===== config.mk =====
export PLATFORM = sky130hd
export DESIGN_NAME = coherence_bus_arbiter
export DESIGN_NICKNAME = d
export VERILOG_FILES = /design/src/rtl/coherence_pkg.sv /design/src/rtl/rr_arbiter_2.sv /design/src/rtl/coherence_bus_arbiter.sv
export SDC_FILE = /design/constraint.sdc
export NUM_CORES = 1
export LEC_CHECK = 0
export CORE_UTILIZATION = 42
export DETAILED_ROUTE_END_ITERATION = 8
export PLACE_DENSITY = 0.76
export RECOVER_POWER = 100
export SLEW_MARGIN = 20
export SYNTH_ARGS = -nofsm -noshare
export SYNTH_HDL_FRONTEND = slang
export SYNTH_HIERARCHICAL = 1
export SYNTH_SLANG_ARGS = --single-unit

===== constraint.sdc =====
create_clock -name clock -period 1.7 [get_ports clock]
set_clock_uncertainty 0.05 [all_clocks]
set_input_delay 0.255 -clock clock [delete_from_list [all_inputs] [get_ports clock]]
set_output_delay 0.255 -clock clock [all_outputs]
set_load 0.005 [all_outputs]

===== src/rtl/coherence_pkg.sv =====
// rtl/coherence_pkg.sv - shared types for the cache coherence channel
package coherence_pkg;

  typedef enum logic [1:0] {
    IDLE   = 2'd0,
    SNOOP  = 2'd1,
    MEM_WR = 2'd2
  } coh_state_t;

  typedef enum logic {
    LEFT  = 1'b0,
    RIGHT = 1'b1
  } coh_side_t;

  // Address 15:0 = tag 15:8, index 7:1, offset 0
  typedef struct packed {
    logic [7:0] tag;
    logic [6:0] index;
    logic       offset;
  } coh_addr_t;

  // Message 31:0 = data 31:16, address 15:0
  typedef struct packed {
    logic [15:0] data;
    coh_addr_t   addr;
  } coh_msg_t;

  // A snoop is always delivered to the cache that did not originate the write
  function automatic coh_side_t opposite(input coh_side_t s);
    return (s == LEFT) ? RIGHT : LEFT;
  endfunction

endpackage


===== src/rtl/rr_arbiter_2.sv =====
// rtl/rr_arbiter_2.sv - two-way round-robin arbiter with one-bit pointer
module rr_arbiter_2
  import coherence_pkg::*;
(
  input  logic [1:0] req_i,       // bit 0 = left, bit 1 = right
  input  coh_side_t  ptr_i,
  input  logic       advance_i,
  output logic [1:0] winner_o,    // one-hot, same bit order as req_i
  output coh_side_t  ptr_next_o
);

  // Pick the pointed side on a collision, otherwise whoever asks; after a grant
  // the pointer favours the side that did not win
  always_comb begin
    winner_o   = req_i;
    ptr_next_o = ptr_i;
    if (req_i == 2'b11) begin
      winner_o = (ptr_i == LEFT) ? 2'b01 : 2'b10;
    end
    if (advance_i && (winner_o != 2'b00)) begin
      ptr_next_o = winner_o[0] ? RIGHT : LEFT;
    end
  end

endmodule


===== src/rtl/coherence_bus_arbiter.sv =====
// rtl/coherence_bus_arbiter.sv - serialises cache write-change messages into snoop then memory write
module coherence_bus_arbiter
  import coherence_pkg::*;
#(
  parameter int DATA_WIDTH    = 16,
  parameter int ADDR_WIDTH    = 16,
  parameter int SNOOP_TIMEOUT = 15
) (
  input  logic                             clock,
  input  logic                             reset,
  input  logic                             left_req,
  input  logic [DATA_WIDTH+ADDR_WIDTH-1:0] left_msg,
  input  logic                             right_req,
  input  logic [DATA_WIDTH+ADDR_WIDTH-1:0] right_msg,
  output logic                             left_grant,
  output logic                             right_grant,
  output logic                             left_snoop_valid,
  output logic [DATA_WIDTH+ADDR_WIDTH-1:0] left_snoop_msg,
  input  logic                             left_snoop_ack,
  output logic                             right_snoop_valid,
  output logic [DATA_WIDTH+ADDR_WIDTH-1:0] right_snoop_msg,
  input  logic                             right_snoop_ack,
  output logic                             mem_wr_valid,
  output logic [DATA_WIDTH+ADDR_WIDTH-1:0] mem_wr_msg,
  input  logic                             mem_wr_ready,
  output logic                             busy,
  output logic                             snoop_timeout_err
);

  localparam int MW = DATA_WIDTH + ADDR_WIDTH;
  // Last SNOOP cycle index before giving up; the counter reads SNOOP_TIMEOUT after it
  localparam logic [3:0] TO_LAST = 4'(SNOOP_TIMEOUT - 1);

  coh_state_t      state_q, state_d;
  coh_side_t       src_q, src_d;
  coh_side_t       ptr_q, ptr_next;
  logic [MW-1:0]   msg_q, msg_d;
  logic [3:0]      cnt_q, cnt_d;
  logic            err_q, err_d;

  logic            lgrant_q, lgrant_d;
  logic            rgrant_q, rgrant_d;
  logic            lsv_q, lsv_d;
  logic            rsv_q, rsv_d;
  logic [MW-1:0]   lsm_q, lsm_d;
  logic [MW-1:0]   rsm_q, rsm_d;
  logic            mwv_q, mwv_d;
  logic [MW-1:0]   mwm_q, mwm_d;
  logic            busy_q, busy_d;

  logic [1:0]      winner;
  logic            advance;
  logic            snoop_ack;
  coh_side_t       tgt_d;

  rr_arbiter_2 u_rr (
    .req_i      ({right_req, left_req}),
    .ptr_i      (ptr_q),
    .advance_i  (advance),
    .winner_o   (winner),
    .ptr_next_o (ptr_next)
  );

  // Acks only count from the cache currently being shown a snoop
  assign snoop_ack = (lsv_q & left_snoop_ack) | (rsv_q & right_snoop_ack);

  // Next-state, message latch, timeout counter and next values of every output flop
  always_comb begin
    state_d  = state_q;
    src_d    = src_q;
    msg_d    = msg_q;
    cnt_d    = cnt_q;
    err_d    = err_q;
    lgrant_d = 1'b0;
    rgrant_d = 1'b0;
    advance  = 1'b0;

    case (state_q)
      IDLE: begin
        if (left_req || right_req) begin
          advance = 1'b1;
          state_d = SNOOP;
          cnt_d   = 4'd0;
          if (winner[0]) begin
            src_d    = LEFT;
            msg_d    = left_msg;
            lgrant_d = 1'b1;
          end else begin
            src_d    = RIGHT;
            msg_d    = right_msg;
            rgrant_d = 1'b1;
          end
        end
      end
      SNOOP: begin
        // An ack on the final allowed cycle still wins over the timeout
        if (snoop_ack) begin
          state_d = MEM_WR;
        end else if (cnt_q == TO_LAST) begin
          cnt_d   = cnt_q + 4'd1;
          err_d   = 1'b1;
          state_d = MEM_WR;
        end else begin
          cnt_d = cnt_q + 4'd1;
        end
      end
      MEM_WR: begin
        if (mwv_q && mem_wr_ready) begin
          state_d = IDLE;
        end
      end
      default: state_d = IDLE;
    endcase

    tgt_d  = opposite(src_d);
    lsv_d  = (state_d == SNOOP) && (tgt_d == LEFT);
    rsv_d  = (state_d == SNOOP) && (tgt_d == RIGHT);
    lsm_d  = lsv_d ? msg_d : '0;
    rsm_d  = rsv_d ? msg_d : '0;
    mwv_d  = (state_d == MEM_WR);
    mwm_d  = mwv_d ? msg_d : '0;
    busy_d = (state_d != IDLE);
  end

  // State and output registers; reset discards any in-flight transaction
  always_ff @(posedge clock) begin
    if (!reset) begin
      state_q  <= IDLE;
      src_q    <= LEFT;
      ptr_q    <= LEFT;
      msg_q    <= '0;
      cnt_q    <= 4'd0;
      err_q    <= 1'b0;
      lgrant_q <= 1'b0;
      rgrant_q <= 1'b0;
      lsv_q    <= 1'b0;
      rsv_q    <= 1'b0;
      lsm_q    <= '0;
      rsm_q    <= '0;
      mwv_q    <= 1'b0;
      mwm_q    <= '0;
      busy_q   <= 1'b0;
    end else begin
      state_q  <= state_d;
      src_q    <= src_d;
      ptr_q    <= ptr_next;
      msg_q    <= msg_d;
      cnt_q    <= cnt_d;
      err_q    <= err_d;
      lgrant_q <= lgrant_d;
      rgrant_q <= rgrant_d;
      lsv_q    <= lsv_d;
      rsv_q    <= rsv_d;
      lsm_q    <= lsm_d;
      rsm_q    <= rsm_d;
      mwv_q    <= mwv_d;
      mwm_q    <= mwm_d;
      busy_q   <= busy_d;
    end
  end

  assign left_grant        = lgrant_q;
  assign right_grant       = rgrant_q;
  assign left_snoop_valid  = lsv_q;
  assign right_snoop_valid = rsv_q;
  assign left_snoop_msg    = lsm_q;
  assign right_snoop_msg   = rsm_q;
  assign mem_wr_valid      = mwv_q;
  assign mem_wr_msg        = mwm_q;
  assign busy              = busy_q;
  assign snoop_timeout_err = err_q;

endmodule


==> flow_metrics.tcl <==
set metrics [dict create \
    first_pass_iters 7 \
    io_pins 174 \
    syn_nets 625 \
    r2r-end "right_snoop_msg[1]" \
    max_slew_margin_pct 52.1 \
    htreeDepth 4 \
    place_congestion 0.859 \
    endpoint "right_snoop_msg[1]" \
    fin_setup_tns_ns -3.41 \
    ff2ff_path_depth 4 \
    die_h_um 118 \
    portBuffers 173 \
    layoutNonFillerInstCount 958 \
    syn_inst 552 \
    vias_per_cell 6.12 \
    dieArea_um2 14000 \
    seq_area_um2 2870 \
    rows 42 \
    status "complete, but fails checks" \
    rsz0062_at_grt "true" \
    synth_area_per_cell_um2 10.3 \
    grt_pass1_wl_mm 29.1 \
    grt_pass1_vias 5665 \
    core_um2 13200 \
    dp_slack_ns -0.578 \
    min_period_ns 1.81 \
    dpl.cell_count 912 \
    critPathRequiredTime_ns 1.92 \
    setup_viol 69 \
    max_freq_mhz 551 \
    hold_viol 0 \
    maxCapViolCount 0 \
    drv_slew 0 \
    p_total_w 0.0101 \
    critPathMaxFanout 12 \
    fin_ws_ns -0.114 \
    synth_area_um2 5690 \
    grt_max_degree 33 \
    period_share_pct 107 \
    p_per_area_nw_per_um2 1020 \
    min_path_type "input port to register" \
    cp-end-kind "register" \
    start_util_pct 43.0 \
    hold_buffers 0 \
    crit_arrival_ns 2.03 \
    reg2reg_slack_ns -0.11 \
    grt_antenna_before_repair 0 \
    drt-initial-drc-count 494 \
    holdWs_ns 0.386 \
    multi_input_area_um2 3430 \
    yosys_warnings 6 \
    nNetsFinal 842 \
    root_buffer "clkbuf_16" \
    antennaDiodeCount 0 \
    crit_start "state_q[0]" \
    worstSetupStartpointType "register" \
    die_w_um 118 \
    drive_above_1_share_pct 36.7 \
    drc 0 \
    violations "negative setup slack" \
    via_count 5865 \
    wire_per_inst_um 21.7 \
    clk_pin_slew_ns 0.06 \
    hpwlAfterDp_mm 12.3 \
    fillers 816 \
    clk_path_buf_depth 2 \
    clock-sinks 143 \
    cts_buffers 17 \
    crit_type "register to register" \
    p_leak_nw 3.59 \
    insertion_delay_ns 0.42 \
    track_usage_pct 26.4 \
    overflow 0 \
    tightest_slew_ns 0.711 \
    vdd_drop_max_mv 0.694 \
    r2r_start "state_q[0]" \
    cts_tree "built" \
    final_antenna_net_count 0 \
    wl_mm 20.7 \
    area_growth_pct 72.7 \
]
==> routing by layer <==
layer  part of all wire [%]  track usage [%]
met5                      0                0
met2                     49             42.4
met3                    7.1             7.09
met4                    3.5             13.2
met1                     40             32.5
==> power breakdown <==
group / leakage, nW / internal (W) / total (W) / switching [W]
Sequential: 1.17 / 0.00360 / 0.00372 / 0.000115
Combinational: 2.13 / 0.00116 / 0.00252 / 0.00136
Clock: 0.295 / 0.00241 / 0.00382 / 0.00141
Total: 3.59 / 0.00718 / 0.0101 / 0.00289
==> sequential cells by signal (all words and copies together), names as in the netlist <==
| register | flops |
|---|---|
| src_q | 1 |
| mem_wr_valid | 1 |
| cnt_q | 4 |
| right_grant | 1 |
| right_snoop_msg | 32 |
| left_snoop_valid | 1 |
| left_snoop_msg | 32 |
| ptr_q | 1 |
| state_q | 2 |
| snoop_timeout_err | 1 |
| right_snoop_valid | 1 |
| mem_wr_msg | 32 |
| msg_q | 32 |
| busy | 1 |
| left_grant | 1 |
==> placed cells by master, fill, tap and decap left out, types with 3 or more instances in the layout <==
cell and n:
clkdlybuf4s50_1 169, buf_6 5, nor3_2 11, mux2_4 8
buf_12 15, clkbuf_8 3, nand3_1 27, nor3_1 32
o21ai_1 6, clkinv_2 5, o21ai_0 27, clkbuf_16 20
buf_4 66, mux2_2 24, a2111oi_0 7, a2111oi_1 13
a221oi_4 15, clkinvlp_4 3, a21oi_1 42, bufinv_16 3
nor3_4 22, nand3_2 10, a2111oi_2 11, dfxtp_1 141
a221oi_2 47, dlymetal6s2s_1 3
==> cell type report <==
type | instances | area share [%]
inverter | 4 | 0.178
sequential | 143 | 29.2
clock inverter | 11 | 1.40
timing repair buffer | 265 | 27.3
multi-input combinational | 338 | 34.9
tap | 176 | 2.24
clock buffer | 21 | 4.79
==> worst max-delay path, stage by stage, from the launching register on <==
cell      delay [ns]
dfxtp_1         0.36
or2_4           0.27
buf_4           0.21
o21ai_0         0.60
a221oi_2        0.16
==> per-stage QoR <==
step	utilization [%]	area [um^2]
global route	74.2	9820
global placement	61.4	8130
floorplan	-	5710
CTS	68.2	9030
detailed placement	61.4	8130
finish	74.2	9820
==> worst min-delay path by stage <==
| stage | startpoint | to | slack [ns] | depth (start not counted) |
|---|---|---|---|---|
| floorplan | reset | ptr_q | 0.33 | 1 |
| global placement | src_q | src_q | 0.43 | 2 |
| detailed placement | snoop_timeout_err | snoop_timeout_err | 0.44 | 2 |
| CTS | snoop_timeout_err | snoop_timeout_err | 0.45 | 2 |
| global route | left_req | ptr_q | 0.40 | 5 |
| finish | left_req | ptr_q | 0.39 | 5 |
==> repair_timing <==
item | CTS | global route
gates cloned | 0 | 4
pin swaps | 1 | 4
buffers inserted | 2 | 8
hold endpoints to repair | 0 | 0
endpoints found under the setup margin | 95 | 117
resized for setup | 51 | 134
Note: power is estimated with default switching activity, not from simulation.
